[config.mk]
export PLATFORM = sky130hd
export DESIGN_NAME = fx_10bit_band_combiner
export DESIGN_NICKNAME = d
export VERILOG_FILES = /design/src/rtl/fx_10bit_band_combiner.sv
export SDC_FILE = /design/constraint.sdc
export NUM_CORES = 1
export LEC_CHECK = 0
export BUFFER_PORTS_ARGS = -buffer_cell sky130_fd_sc_hd__buf_2
export CAP_MARGIN = 30
export CORE_UTILIZATION = 60
export CTS_CLUSTER_DIAMETER = 100
export DETAILED_ROUTE_END_ITERATION = 6
export PLACE_DENSITY_LB_ADDON = 0.05
export RECOVER_POWER = 50
export SYNTH_ARGS = -nofsm -noshare
export SYNTH_HDL_FRONTEND = slang
export SYNTH_SLANG_ARGS = --single-unit
[constraint.sdc]
create_clock -name clk_slow -period 12 [get_ports clk_slow]
set_clock_uncertainty 0.1 [all_clocks]
set_input_delay 0.6 -clock clk_slow [delete_from_list [all_inputs] [get_ports clk_slow]]
set_output_delay 0.6 -clock clk_slow [all_outputs]
set_load 0.01 [all_outputs]
[src/rtl/fx_10bit_band_combiner.sv]
`default_nettype none
// ============================================================================
//  Module   : fx_10bit_band_combiner
//  Brief    : Recombines four sign-magnitude Q0.9 band samples, each scaled
//             by a programmable gain, through one time-multiplexed MAC.
//             The 12-bit sum is saturated back to 10-bit sign-magnitude.
//  Revision : 1.0  initial release
// ============================================================================
module fx_10bit_band_combiner #(
    parameter int         NBANDS   = 4,
    parameter logic [9:0] GAIN_RST = 10'b0111111111
) (
    input  logic                   clk_slow,
    input  logic                   rst,
    input  logic                   in_valid,
    output logic                   in_ready,
    input  logic [10*NBANDS-1:0]   band_in,
    input  logic                   gain_we,
    input  logic [1:0]             gain_addr,
    input  logic [9:0]             gain_data,
    output logic                   out_valid,
    output logic [9:0]             out_data,
    output logic                   out_sat
);

    typedef enum logic [1:0] {
        S_IDLE = 2'd0,
        S_ACC  = 2'd1,
        S_DONE = 2'd2
    } state_t;

    localparam logic [1:0] C_LAST_BAND = 2'(NBANDS - 1);

    state_t             state_q, state_d;
    logic [1:0]         cnt_q, cnt_d;
    logic signed [11:0] acc_q, acc_d;
    logic [9:0]         band_q [NBANDS];
    logic [9:0]         band_d [NBANDS];
    logic [9:0]         gain_q [NBANDS];
    logic [9:0]         gain_d [NBANDS];
    logic [9:0]         out_data_q, out_data_d;
    logic               out_valid_q, out_valid_d;
    logic               out_sat_q, out_sat_d;

    logic [9:0]         w_band_in [NBANDS];

    // Split the flat input bus into per-band samples
    for (genvar k = 0; k < NBANDS; k++) begin : g_unpack
        assign w_band_in[k] = band_in[10*k +: 10];
    end

    // Product of the currently selected band and its gain.
    // A zero-magnitude product is forced to +0 so negative zero never enters the sum.
    logic [9:0]         w_band_sel;
    logic [9:0]         w_gain_sel;
    logic [17:0]        w_prod_full;
    logic [8:0]         w_prod_mag;
    logic signed [11:0] w_prod;

    always_comb begin
        w_band_sel  = band_q[cnt_q];
        w_gain_sel  = gain_q[cnt_q];
        w_prod_full = w_band_sel[8:0] * w_gain_sel[8:0];
        w_prod_mag  = w_prod_full[17:9];
        if (w_prod_mag == 9'd0) begin
            w_prod = 12'sd0;
        end else if (w_band_sel[9] ^ w_gain_sel[9]) begin
            w_prod = -$signed({3'b000, w_prod_mag});
        end else begin
            w_prod = $signed({3'b000, w_prod_mag});
        end
    end

    // Saturating conversion of the accumulator back to sign-magnitude
    logic [11:0] w_acc_abs;
    logic        w_acc_sat;
    logic [9:0]  w_acc_sm;

    always_comb begin
        w_acc_abs = acc_q[11] ? 12'(-acc_q) : 12'(acc_q);
        w_acc_sat = (w_acc_abs > 12'd511);
        if (w_acc_sat) begin
            w_acc_sm = {acc_q[11], 9'h1FF};
        end else if (acc_q == 12'sd0) begin
            w_acc_sm = 10'd0;
        end else begin
            w_acc_sm = {acc_q[11], w_acc_abs[8:0]};
        end
    end

    // Next-state, datapath and gain-register update
    always_comb begin
        state_d     = state_q;
        cnt_d       = cnt_q;
        acc_d       = acc_q;
        band_d      = band_q;
        gain_d      = gain_q;
        out_data_d  = out_data_q;
        out_sat_d   = out_sat_q;
        out_valid_d = 1'b0;

        // The MAC reads gain_q, so a same-edge write is seen only from the next edge on
        if (gain_we) begin
            gain_d[gain_addr] = gain_data;
        end

        case (state_q)
            S_IDLE: begin
                if (in_valid) begin
                    band_d  = w_band_in;
                    acc_d   = 12'sd0;
                    cnt_d   = 2'd0;
                    state_d = S_ACC;
                end
            end
            S_ACC: begin
                acc_d = acc_q + w_prod;
                cnt_d = cnt_q + 2'd1;
                if (cnt_q == C_LAST_BAND) begin
                    state_d = S_DONE;
                end
            end
            S_DONE: begin
                out_data_d  = w_acc_sm;
                out_sat_d   = w_acc_sat;
                out_valid_d = 1'b1;
                state_d     = S_IDLE;
            end
            default: begin
                state_d = S_IDLE;
            end
        endcase
    end

    // State and datapath registers
    always_ff @(posedge clk_slow) begin
        if (rst) begin
            state_q     <= S_IDLE;
            cnt_q       <= 2'd0;
            acc_q       <= 12'sd0;
            out_data_q  <= 10'd0;
            out_valid_q <= 1'b0;
            out_sat_q   <= 1'b0;
            for (int k = 0; k < NBANDS; k++) begin
                gain_q[k] <= GAIN_RST;
                band_q[k] <= 10'd0;
            end
        end else begin
            state_q     <= state_d;
            cnt_q       <= cnt_d;
            acc_q       <= acc_d;
            out_data_q  <= out_data_d;
            out_valid_q <= out_valid_d;
            out_sat_q   <= out_sat_d;
            gain_q      <= gain_d;
            band_q      <= band_d;
        end
    end

    assign in_ready  = (state_q == S_IDLE);
    assign out_valid = out_valid_q;
    assign out_data  = out_data_q;
    assign out_sat   = out_sat_q;

endmodule
`default_nettype wire

==> qor.csv, run 1 <==
metric,value,unit
RSZ-0062 raised after global routing,false,
Rows,41,
die footprint,13500,sq um
slowest CP cell,mux4_2,
worst reg-to-reg setup slack,3.19,ns
# DRC,0,
"CP delay by family, top",adder cells,
Root Buffer Master,clkbuf_16,
WP data required,12.14,ns
status,"complete, but fails checks",
Setup TNS Final,0,ns
Worst path most repeated cell,fa_1,
Hold Crit Class,flop to flop,
asr flop ratio synth,0,%
Starting Density,61.8,%
"Setup violations, final",0,
failing checks,"max-capacitance violations, max-slew violations",
Finished Cell Area,8540,sq um
initial drt markers,399,
hold_ws,0.360,ns
initial antenna violation count,0,
grt peak-use layer,met2,
Clock transition at path regs,0.07,ns
Worst EP arrival,8.95,ns
1st-pass router iterations,5,
Die H,116,um
crit path launch type,flop,
Reg power frac,27.8,%
clock tree buffer depth,2,
cell internal pwr,850,uW
Synth Warn #,0,
worst skew pair latency,0.36,ns
Synth Cell Area,7790,sq um
most frequent cells in the layout,"nand2_1 (211), dfxtp_1 (108), a21oi_1 (79), inv_1 (78), buf_2 (57)",
largest net degree at the start of global routing,109,
met1 Usage GRT,37.7,%
Total Wirelength,18.0,mm
CTS buffer count,9,
sequential area share after synthesis,27.7,%
Core ar.,12600,sq um
total number of vias,6440,
"antenna viol nets, final",0,
number of fill cells,1086,
Resized cells post-CTS,0,
Seq cells post-synth,108,
IO Port Bufs,68,
"Buf+Inv Stages, Crit Path",3,
crit end category,flop,
relative slew slack,-190,%
pre-CTS setup slack,3.19,ns
PD cells,173,nW/um^2
CTS tree,yes,
Crit Path Class,flop to flop,
crit-path max cell delay,0.68,ns
Clock Power Share,19.5,%
met2 GRT Util,47.5,%
Area growth syn-to-layout,9.55,%
Sw Pwr,625,uW
Final nets,1121,
Overall Global Routing Usage,28.4,%
post-synth cell types,55,
post-route clock period utilization,73.4,%
Pleak,0.00376,uW
H-tree levels,3,
Syn Inst Count,918,
Fin. Hold Viols,0,
routability cong.,0.861,
f_max,0.114,GHz
"Remaining Overflow, GRT",0,
Switching Share,42.4,%
post-DR wirelength/cell,15.8,um
Max-cap violations,1,
Final min period,8.81,ns
CTS sink count,108,
"Slew Viols, Final",109,
global-route wire length before repair,29.8,mm
dominant synthesized flop cell,dfxtp_1,
worst-case vdd ir drop,0.132,mV
vias in the first global route,6256,
Max Fanout on Critical Path,23,
post-layout worst setup margin,3.19,ns
DPL Wire Length,13.7,mm
Die Width,116,um
Logic pwr share,52.7,%
Mapped Nets,1073,
antenna cells,0,
DP Area,8270,sq um
Post-CTS Setup Inserts,0,
syn avg cell area,8.49,sq um
hold buffer count at CTS,0,
number of synthesized flops with an enable pin,0,
"most common cell after layout, fill and taps aside",nand2_1,
io pins,69,
Slew @ Worst Pin,4.35,ns
routing usage on met3,5.13,%
proportion of layout cells with a drive suffix above 1,11.7,%
vias per cell,5.63,
[per-stage QoR]
stage	total power [uW]	util, %	std cells
after floorplan	1020	-	918
after global placement	1160	65.3	1124
after detailed placement	1190	65.5	1126
after CTS	1480	67.8	1142
after global routing	1600	67.7	1143
final	1470	67.7	1143
[power groups by stage]
stage               clock network [uW]  registers [uW]  logic, uW
floorplan                            0             409        616
global placement                     0             418        745
detailed placement                   0             418        768
CTS                                292             410        775
global route                       308             414        882
finish                             287             411        777
[metal layers]
metal | routed length (um) | up-vias
met3 | 812 | 27
met1 | 8120 | 3098
li1 | - | 3160
met5 | 0 | -
met2 | 8750 | 155
met4 | 340 | 0
[worst reg2reg max path: cells and delay by family, from the launching register on]
| kind | cells | cell delay (ns) |
|---|---|---|
| fa+ha+maj | 8 | 3.55 |
| buf+inv | 3 | 0.46 |
| mux | 1 | 0.69 |
| simple gates | 6 | 1.38 |
| compound gates | 12 | 2.03 |
| flops | 1 | 0.32 |
| xor+xnor | 1 | 0.16 |
[final cells by class]
type,instances,area (sq um),area share [%]
multi-input cells,692,5190,60.8
flip-flops and latches,108,2160,25.3
repair buffers,76,387,4.53
inverters,79,297,3.47
clock buffers,10,229,2.68
well taps,172,215,2.52
clock inverters,6,56.3,0.659
[kinds of logic after synthesis]
group | synth area share [%]
AO/OA/AOI/OAI | 11.7
AND/OR/NAND/NOR | 23.7
buffers and inverters | 5.70
adder cells (fa/ha/maj) | 20.7
XOR/XNOR | 3.69
multiplexers | 6.74
flip-flops | 27.7
[cells in the mapped netlist (19+ instances only)]
cell	number	area (sq um)
nand2_1	211	792
inv_1	78	293
clkbuf_1	33	124
mux4_2	20	450
and2_1	49	307
dfxtp_1	108	2160
a21oi_1	79	395
fa_1	50	1000
nand3_1	19	95.1
ha_1	49	613
nor2_1	38	143
nand3b_1	28	210
[worst paths after layout]
check,start,end,depth (start not counted)
worst min register to register,out_data[9],out_data[9],2
worst max register to register,cnt_q[0],acc_q[10],31
worst max-delay path,cnt_q[0],acc_q[10],31
worst min-delay path,out_data[9],out_data[9],2
[state kept, by name, summed over array words and instances (netlist names)]
register   flops
out_valid      1
acc_q         12
out_sat        1
band_q        40
out_data      10
cnt_q          2
gain_q        40
state_q        2
Note: power is estimated with default switching activity, not from simulation.
==> run 2, diff against run 1 <==
--- a/config.mk
+++ b/config.mk
@@ -5,6 +5,7 @@
 export SDC_FILE = /design/constraint.sdc
 export NUM_CORES = 1
 export LEC_CHECK = 0
+export ABC_AREA = 1
 export BUFFER_PORTS_ARGS = -buffer_cell sky130_fd_sc_hd__buf_2
 export CAP_MARGIN = 30
 export CORE_UTILIZATION = 60
==> constraint.sdc (replaced) <==
create_clock -name clk_slow -period 8.21 [get_ports clk_slow]
set_clock_uncertainty 0.1 [all_clocks]
set_input_delay 0.4105 -clock clk_slow [delete_from_list [all_inputs] [get_ports clk_slow]]
set_output_delay 0.4105 -clock clk_slow [all_outputs]
set_load 0.01 [all_outputs]
==> run 2 against run 1 <==
The flow now finishes without violations; core utilization is 3.4 points higher; flip-flop and latch count stayed put; register-to-register slack got worse by 2.6 ns; fmax increased by 15%; first-iteration DRC count is 44% higher; non-clock buffer count rose by 20; cell area increased by 6.3%; area after synthesis is 1.7% higher; largest power group unchanged; highest routed layer unchanged.
==> qor.csv, run 2 <==
metric,value,unit,change
routability cong.,0.930,,+8.1%
Die H,117,um,+0.82%
top cell type by total area after synthesis,dfxtp_1,,
clock tree buffer depth,2,,unchanged
sequential area share after synthesis,27.3,%,-0.46 points
WP data required,8.40,ns,-3.74 ns
Synth Warn #,0,,unchanged
"most common cell after layout, fill and taps aside",nand2_1,,
IO Port Bufs,68,,unchanged
Synth top area share,27.3,%,-0.46 points
Synth Cell Area,7930,sq um,+1.7%
most frequent cells in the layout,"nand2_1 (242), nor2_1 (158), inv_1 (132), dfxtp_1 (106)",,
"Remaining Overflow, GRT",0,,unchanged
Worst EP arrival,7.85,ns,-1.10 ns
crit-path max cell delay,0.54,ns,-0.14 ns
"antenna viol nets, final",0,,unchanged
dominant synthesized flop cell,dfxtp_1,,
Die Width,117,um,+0.82%
CTS sink count,108,,unchanged
PD cells,406,nW/um^2,+140%
cell internal pwr,1800,uW,+110%
Seq cells post-synth,108,,unchanged
Top Registers,"band_q (40), gain_q (40), acc_q (12)",,
status,completed,,
hold buffer count at CTS,0,,unchanged
Clock Power Share,11.7,%,-7.8 points
CTS tree,yes,,
crit end category,flop,,
Root Buffer Master,clkbuf_16,,
io pins,69,,unchanged
H-tree levels,3,,unchanged
f_max,0.131,GHz,+15%
post-route clock period utilization,93.2,%,+20 points
Final Non-Filler Cells,1355,,+19%
Switching Share,51.2,%,+8.9 points
Overall Global Routing Usage,29.9,%,+1.4 points
largest net degree at the start of global routing,52,,-52%
Mapped Nets,1266,,+18%
Total Wirelength,20.2,mm,+12%
Max Fanout on Critical Path,7,,-70%
Sw Pwr,1890,uW,+200%
DPL Wire Length,14.8,mm,+8.6%
global-route wire length before repair,31.4,mm,+5.5%
total chip power,3690,uW,+150%
Fin. Hold Viols,0,,unchanged
hold_ws,0.192,ns,-0.168 ns
Worst path most repeated cell,nand2_1,,
# DRC,0,,unchanged
asr flop ratio synth,0,%,unchanged
syn avg cell area,7.13,sq um,-16%
number of fill cells,1089,,+0.28%
number of synthesized flops with an enable pin,0,,unchanged
Syn Inst Count,1111,,+21%
Final nets,1333,,+19%
Rows,41,,unchanged
Slew @ Worst Pin,1.03,ns,-3.31 ns
post-synth cell types,46,,-16%
Crit Path Class,flop to flop,,
crit path launch type,flop,,
Core ar.,12800,sq um,+1.2%
die footprint,13700,sq um,+1.6%
"Setup violations, final",0,,unchanged
Starting Density,62.0,%,+0.27 points
vias in the first global route,6614,,+5.7%
Reg power frac,16.5,%,-11 points
Inst Count DP,1330,,+18%
Hold Crit Class,input pin to flop,,
Logic pwr share,71.8,%,+19 points
synth cell count leaders,"nand2_1 (243), nor2_1 (164), inv_1 (137), dfxtp_1 (108), o21ai_0 (66)",,
relative slew slack,30.7,%,+220 points
worst-case vdd ir drop,0.239,mV,+82%
antenna cells,0,,unchanged
vias per cell,5.47,,-2.9%
Pleak,0.00448,uW,+19%
worst skew pair latency,0.36,ns,about the same
CTS buffer count,9,,unchanged
1st-pass router iterations,6,,+1
Clock transition at path regs,0.08,ns,about the same
"Slew Viols, Final",0,,-100%
Final min period,7.66,ns,-1.15 ns
most frequent cell after synthesis,nand2_1,,
slowest CP cell,fa_1,,
initial antenna violation count,0,,unchanged
synth top area cells,"dfxtp_1 (27%), fa_1 (13%), nand2_1 (12%)",,
proportion of layout cells with a drive suffix above 1,15.8,%,+4.1 points
total number of vias,7410,,+15%
Area growth syn-to-layout,14.6,%,
Max-cap violations,0,,-1
post-DR wirelength/cell,14.9,um,-5.4%
initial drt markers,576,,+44%
==> run 2: critical path: cells and delay by family (launching register included) <==
kind	cells	cell delay, ns
adder cells (fa/ha/maj)	9	3.31
AND/OR/NAND/NOR	21	1.93
AO/OA/AOI/OAI	7	1.02
buffers and inverters	6	0.72
flip-flops	1	0.50
==> run 2: what timing repair did <==
action | in CTS | in global routing
gates resized for setup | 0 | 56
setup endpoints to repair | 0 | 5
setup buffers | 0 | 3
==> run 2: per-stage QoR <==
stage / util, % / instance area (sq um) / TNS [ns] / setup slack, ns
after floorplan: - / 7930 / 0 / 0.457
after global placement: 66.0 / 8420 / 0 / 0.413
after detailed placement: 66.2 / 8460 / 0 / 0.149
after CTS: 68.5 / 8750 / 0 / 0.122
after global routing: 71.1 / 9080 / -0.0438 / -0.0438
final: 71.1 / 9080 / 0 / 0.554
==> run 2: metal layers <==
| layer | part of all wire, % | wire length (um) | track usage [%] | up-vias |
|---|---|---|---|---|
| met5 | 0 | 0 | 0 | - |
| met4 | 1.3 | 268 | 6.33 | 0 |
| met3 | 6.4 | 1300 | 4.27 | 21 |
| met2 | 46 | 9320 | 48.8 | 248 |
| met1 | 46 | 9320 | 42.2 | 3445 |
| li1 | - | - | - | 3696 |
==> run 2: power groups by stage <==
stage	Sequential [uW]	Combinational, uW	Clock (uW)
after floorplan	601	1970	0
after global routing	613	3040	455
after global placement	616	2400	0
final	608	2650	433
after CTS	605	2470	438
after detailed placement	616	2450	0
==> run 2: cell type report <==
cell class              instances  area (sq um)  area share, %
multi-input cells             817          5170           57.0
flip-flops and latches        108          2170           23.9
repair buffers                 96           649           7.15
inverters                     144           564           6.22
clock buffers                   9           225           2.48
well taps                     172           215           2.37
clock inverters                 7          65.1          0.717
repair inverters                2          15.0          0.165
==> run 2: final timing paths <==
| kind | from | end | slack, ns | cells past startpoint |
|---|---|---|---|---|
| min reg2reg | gain_q[0] | gain_q[0] | 0.36 | 2 |
| min | band_in[5] | band_q[35] | 0.19 | 3 |
| max | cnt_q[0] | acc_q[10] | 0.55 | 43 |
| max reg2reg | cnt_q[0] | acc_q[10] | 0.55 | 43 |
==> run 2: cell families after synthesis <==
logic type	after synthesis	share of synthesized area [%]
adder cells (fa/ha/maj)	99	20.4
AND/OR/NAND/NOR	542	30.0
AO/OA/AOI/OAI	166	11.9
flip-flops	108	27.3
buffers and inverters	186	9.39
XOR/XNOR	10	1.11
==> run 3, diff against run 2 <==
==> constraint.sdc (replaced) <==
create_clock -name clk_slow -period 7.05 [get_ports clk_slow]
set_clock_uncertainty 0.1 [all_clocks]
set_input_delay 0.3525 -clock clk_slow [delete_from_list [all_inputs] [get_ports clk_slow]]
set_output_delay 0.3525 -clock clk_slow [all_outputs]
set_load 0.01 [all_outputs]
==> run 3 against run 2 <==
The flow now finishes with violations (negative setup slack); worst setup slack worse by 0.95 ns; core utilization up 11 points; total power is 61% higher; die area unchanged; count of clock-buffer cells in the layout unchanged; fmax increased by 2.9%; critical path depth did not move; critical path type unchanged.
==> qor.csv, run 3 (same netlist as run 2, synthesis figures left out) <==
metric,value,unit,change
1st-pass router iterations,5,,-1
reg2reg end,acc_q[10],,
Reg power frac,11.9,%,-4.6 points
DPL Wire Length,16.1,mm,+8.9%
Max Fanout on Critical Path,5,,-2
CP Capture Point,acc_q[10],,
Starting Density,62.0,%,unchanged
IO Port Bufs,68,,unchanged
CTS sink count,108,,unchanged
Logic pwr share,79.3,%,+7.5 points
Core ar.,12800,sq um,unchanged
global-route wire length before repair,34.3,mm,+9.0%
FF-to-FF path depth,43,,unchanged
Crit path depth,43,,unchanged
Total Wirelength,22.7,mm,+12%
antenna cells,0,,unchanged
Final nets,1450,,+8.8%
Worst EP arrival,7.64,ns,-0.21 ns
Slew @ Worst Pin,1.05,ns,+0.0158 ns
vias per cell,5.48,,+0.28%
# DRC,0,,unchanged
Area growth syn-to-layout,32.7,%,
H-tree levels,3,,unchanged
Top Registers,"band_q (40), gain_q (40), acc_q (12)",,
vias in the first global route,7262,,+9.8%
post-layout worst setup margin,-0.393,ns,-0.947 ns
Overall Global Routing Usage,32.4,%,+2.6 points
die footprint,13700,sq um,unchanged
status,"complete, but fails checks",,
Final min period,7.44,ns,-0.213 ns
crit path launch type,flop,,
Sw Pwr,2820,uW,+49%
Setup TNS Final,-0.994,ns,-0.994 ns
clock tree buffer depth,2,,unchanged
initial antenna violation count,0,,unchanged
Hold Crit Class,input pin to flop,,
RSZ-0062 raised after global routing,true,,
Clock transition at path regs,0.08,ns,about the same
"Slew Viols, Final",0,,unchanged
Clock Power Share,8.8,%,-2.9 points
"most common cell after layout, fill and taps aside",nand2_1,,
CTS buffer count,9,,unchanged
io pins,69,,unchanged
WP data required,7.25,ns,-1.15 ns
relative slew slack,30.0,%,-0.74 points
DP Area,9570,sq um,+13%
initial drt markers,603,,+4.7%
failing checks,negative setup slack,,
f_max,0.134,GHz,+2.9%
post-route clock period utilization,106,%,+12 points
Die H,117,um,unchanged
proportion of layout cells with a drive suffix above 1,30.9,%,+15 points
total number of vias,8067,,+8.9%
Crit Path Class,flop to flop,,
Switching Share,47.5,%,-3.8 points
"Remaining Overflow, GRT",0,,unchanged
worst-case vdd ir drop,0.496,mV,+110%
pre-CTS setup slack,-0.431,ns,-0.579 ns
hold_ws,0.139,ns,-0.0534 ns
most frequent cells in the layout,"nand2_1 (225), nor2_1 (139), buf_4 (127), inv_1 (117), dfxtp_1 (106)",,
worst reg-to-reg setup slack,-0.39,ns,-0.95 ns
Root Buffer Master,clkbuf_16,,
Worst path most repeated cell,nand2_1,,
"CP delay by family, top",adder cells,,
FF-to-FF Start,cnt_q[0],,
"antenna viol nets, final",0,,unchanged
Fin. Hold Viols,0,,unchanged
PD cells,565,nW/um^2,+39%
CTS tree,yes,,
cell internal pwr,3120,uW,+74%
routability cong.,0.933,,+0.31%
Pleak,0.00517,uW,+16%
Die Width,117,um,unchanged
Finished Cell Area,10500,sq um,+16%
crit end category,flop,,
worst skew pair latency,0.36,ns,about the same
crit-path max cell delay,0.57,ns,+0.03 ns
slowest CP cell,fa_1,,
Rows,41,,unchanged
Critical Path Source,cnt_q[0],,
"Setup violations, final",5,,+5
post-DR wirelength/cell,15.4,um,+3.3%
"Buf+Inv Stages, Crit Path",7,,+1
largest net degree at the start of global routing,70,,+35%
Max-cap violations,0,,unchanged
-- run 3: changes by cell type in the layout (fill, tap and decap cells not counted), moves of 8 or more --
cell,before,now
nor2_4,3,11
buf_2,57,68
nand2_1,242,225
a32oi_1,9,0
a21oi_1,58,47
clkbuf_1,11,0
nor2_2,7,18
buf_4,19,127
nor2_1,158,139
nand2_2,18,33
inv_1,132,117
inv_2,6,18
-- run 3: worst min-delay path by stage --
stage / startpoint / endpoint / slack [ns] / cells after the start
finish: band_in[19] / band_q[29] / 0.14 / 3
global route: band_in[32] / band_q[2] / 0.15 / 3
detailed placement: gain_q[14] / gain_q[14] / 0.34 / 2
global placement: gain_q[10] / gain_q[10] / 0.34 / 2
CTS: band_in[15] / band_q[25] / 0.13 / 3
floorplan: gain_q[0] / gain_q[0] / 0.33 / 2
-- run 3: power groups by stage --
stage / Sequential [uW] / Clock (uW) / Combinational [uW]
finish: 706 / 525 / 4710
detailed placement: 720 / 0 / 4050
global route: 713 / 550 / 5140
CTS: 706 / 529 / 4170
floorplan: 700 / 0 / 2650
global placement: 718 / 0 / 3960
-- run 3: worst min-delay path, stage by stage --
cell and delay (ns):
buf_2 0.07, o21ai_0 0.07, nor2_1 0.07
-- run 3: per-layer routing --
metal / up-vias / routed length (um) / GRT usage, %
met2: 281 / 10700 / 52.9
met3: 42 / 1470 / 5.87
met1: 3811 / 10100 / 44.2
li1: 3933 / - / -
met4: 0 / 428 / 9.03
met5: - / 0 / 0
-- run 3: final cells by class --
cell class | instances | area, sq um
Clock inverter | 6 | 83.8
Inverter | 144 | 566
Tap cell | 172 | 215
Fill cell | 859 | 2260
Multi-Input combinational cell | 817 | 5630
Timing Repair inverter | 1 | 8.76
Timing Repair Buffer | 214 | 1620
Clock buffer | 9 | 225
Sequential cell | 108 | 2170
-- run 3: stage by stage --
stage               utilization (%)  power [uW]  std cells
floorplan                         -        3350       1111
global placement               74.8        4680       1423
detailed placement             74.9        4770       1424
CTS                            78.7        5410       1450
global route                   82.3        6400       1471
finish                         82.3        5940       1471
-- run 3: timing repair --
action / in CTS / in global routing
hold endpoints to repair: 0 / 0
endpoints found under the setup margin: 4 / 8
gates cloned: 1 / 3
pin swaps: 16 / 65
resized for setup: 23 / 68
setup buffers: 10 / 17
hold buffers: 0 / 0
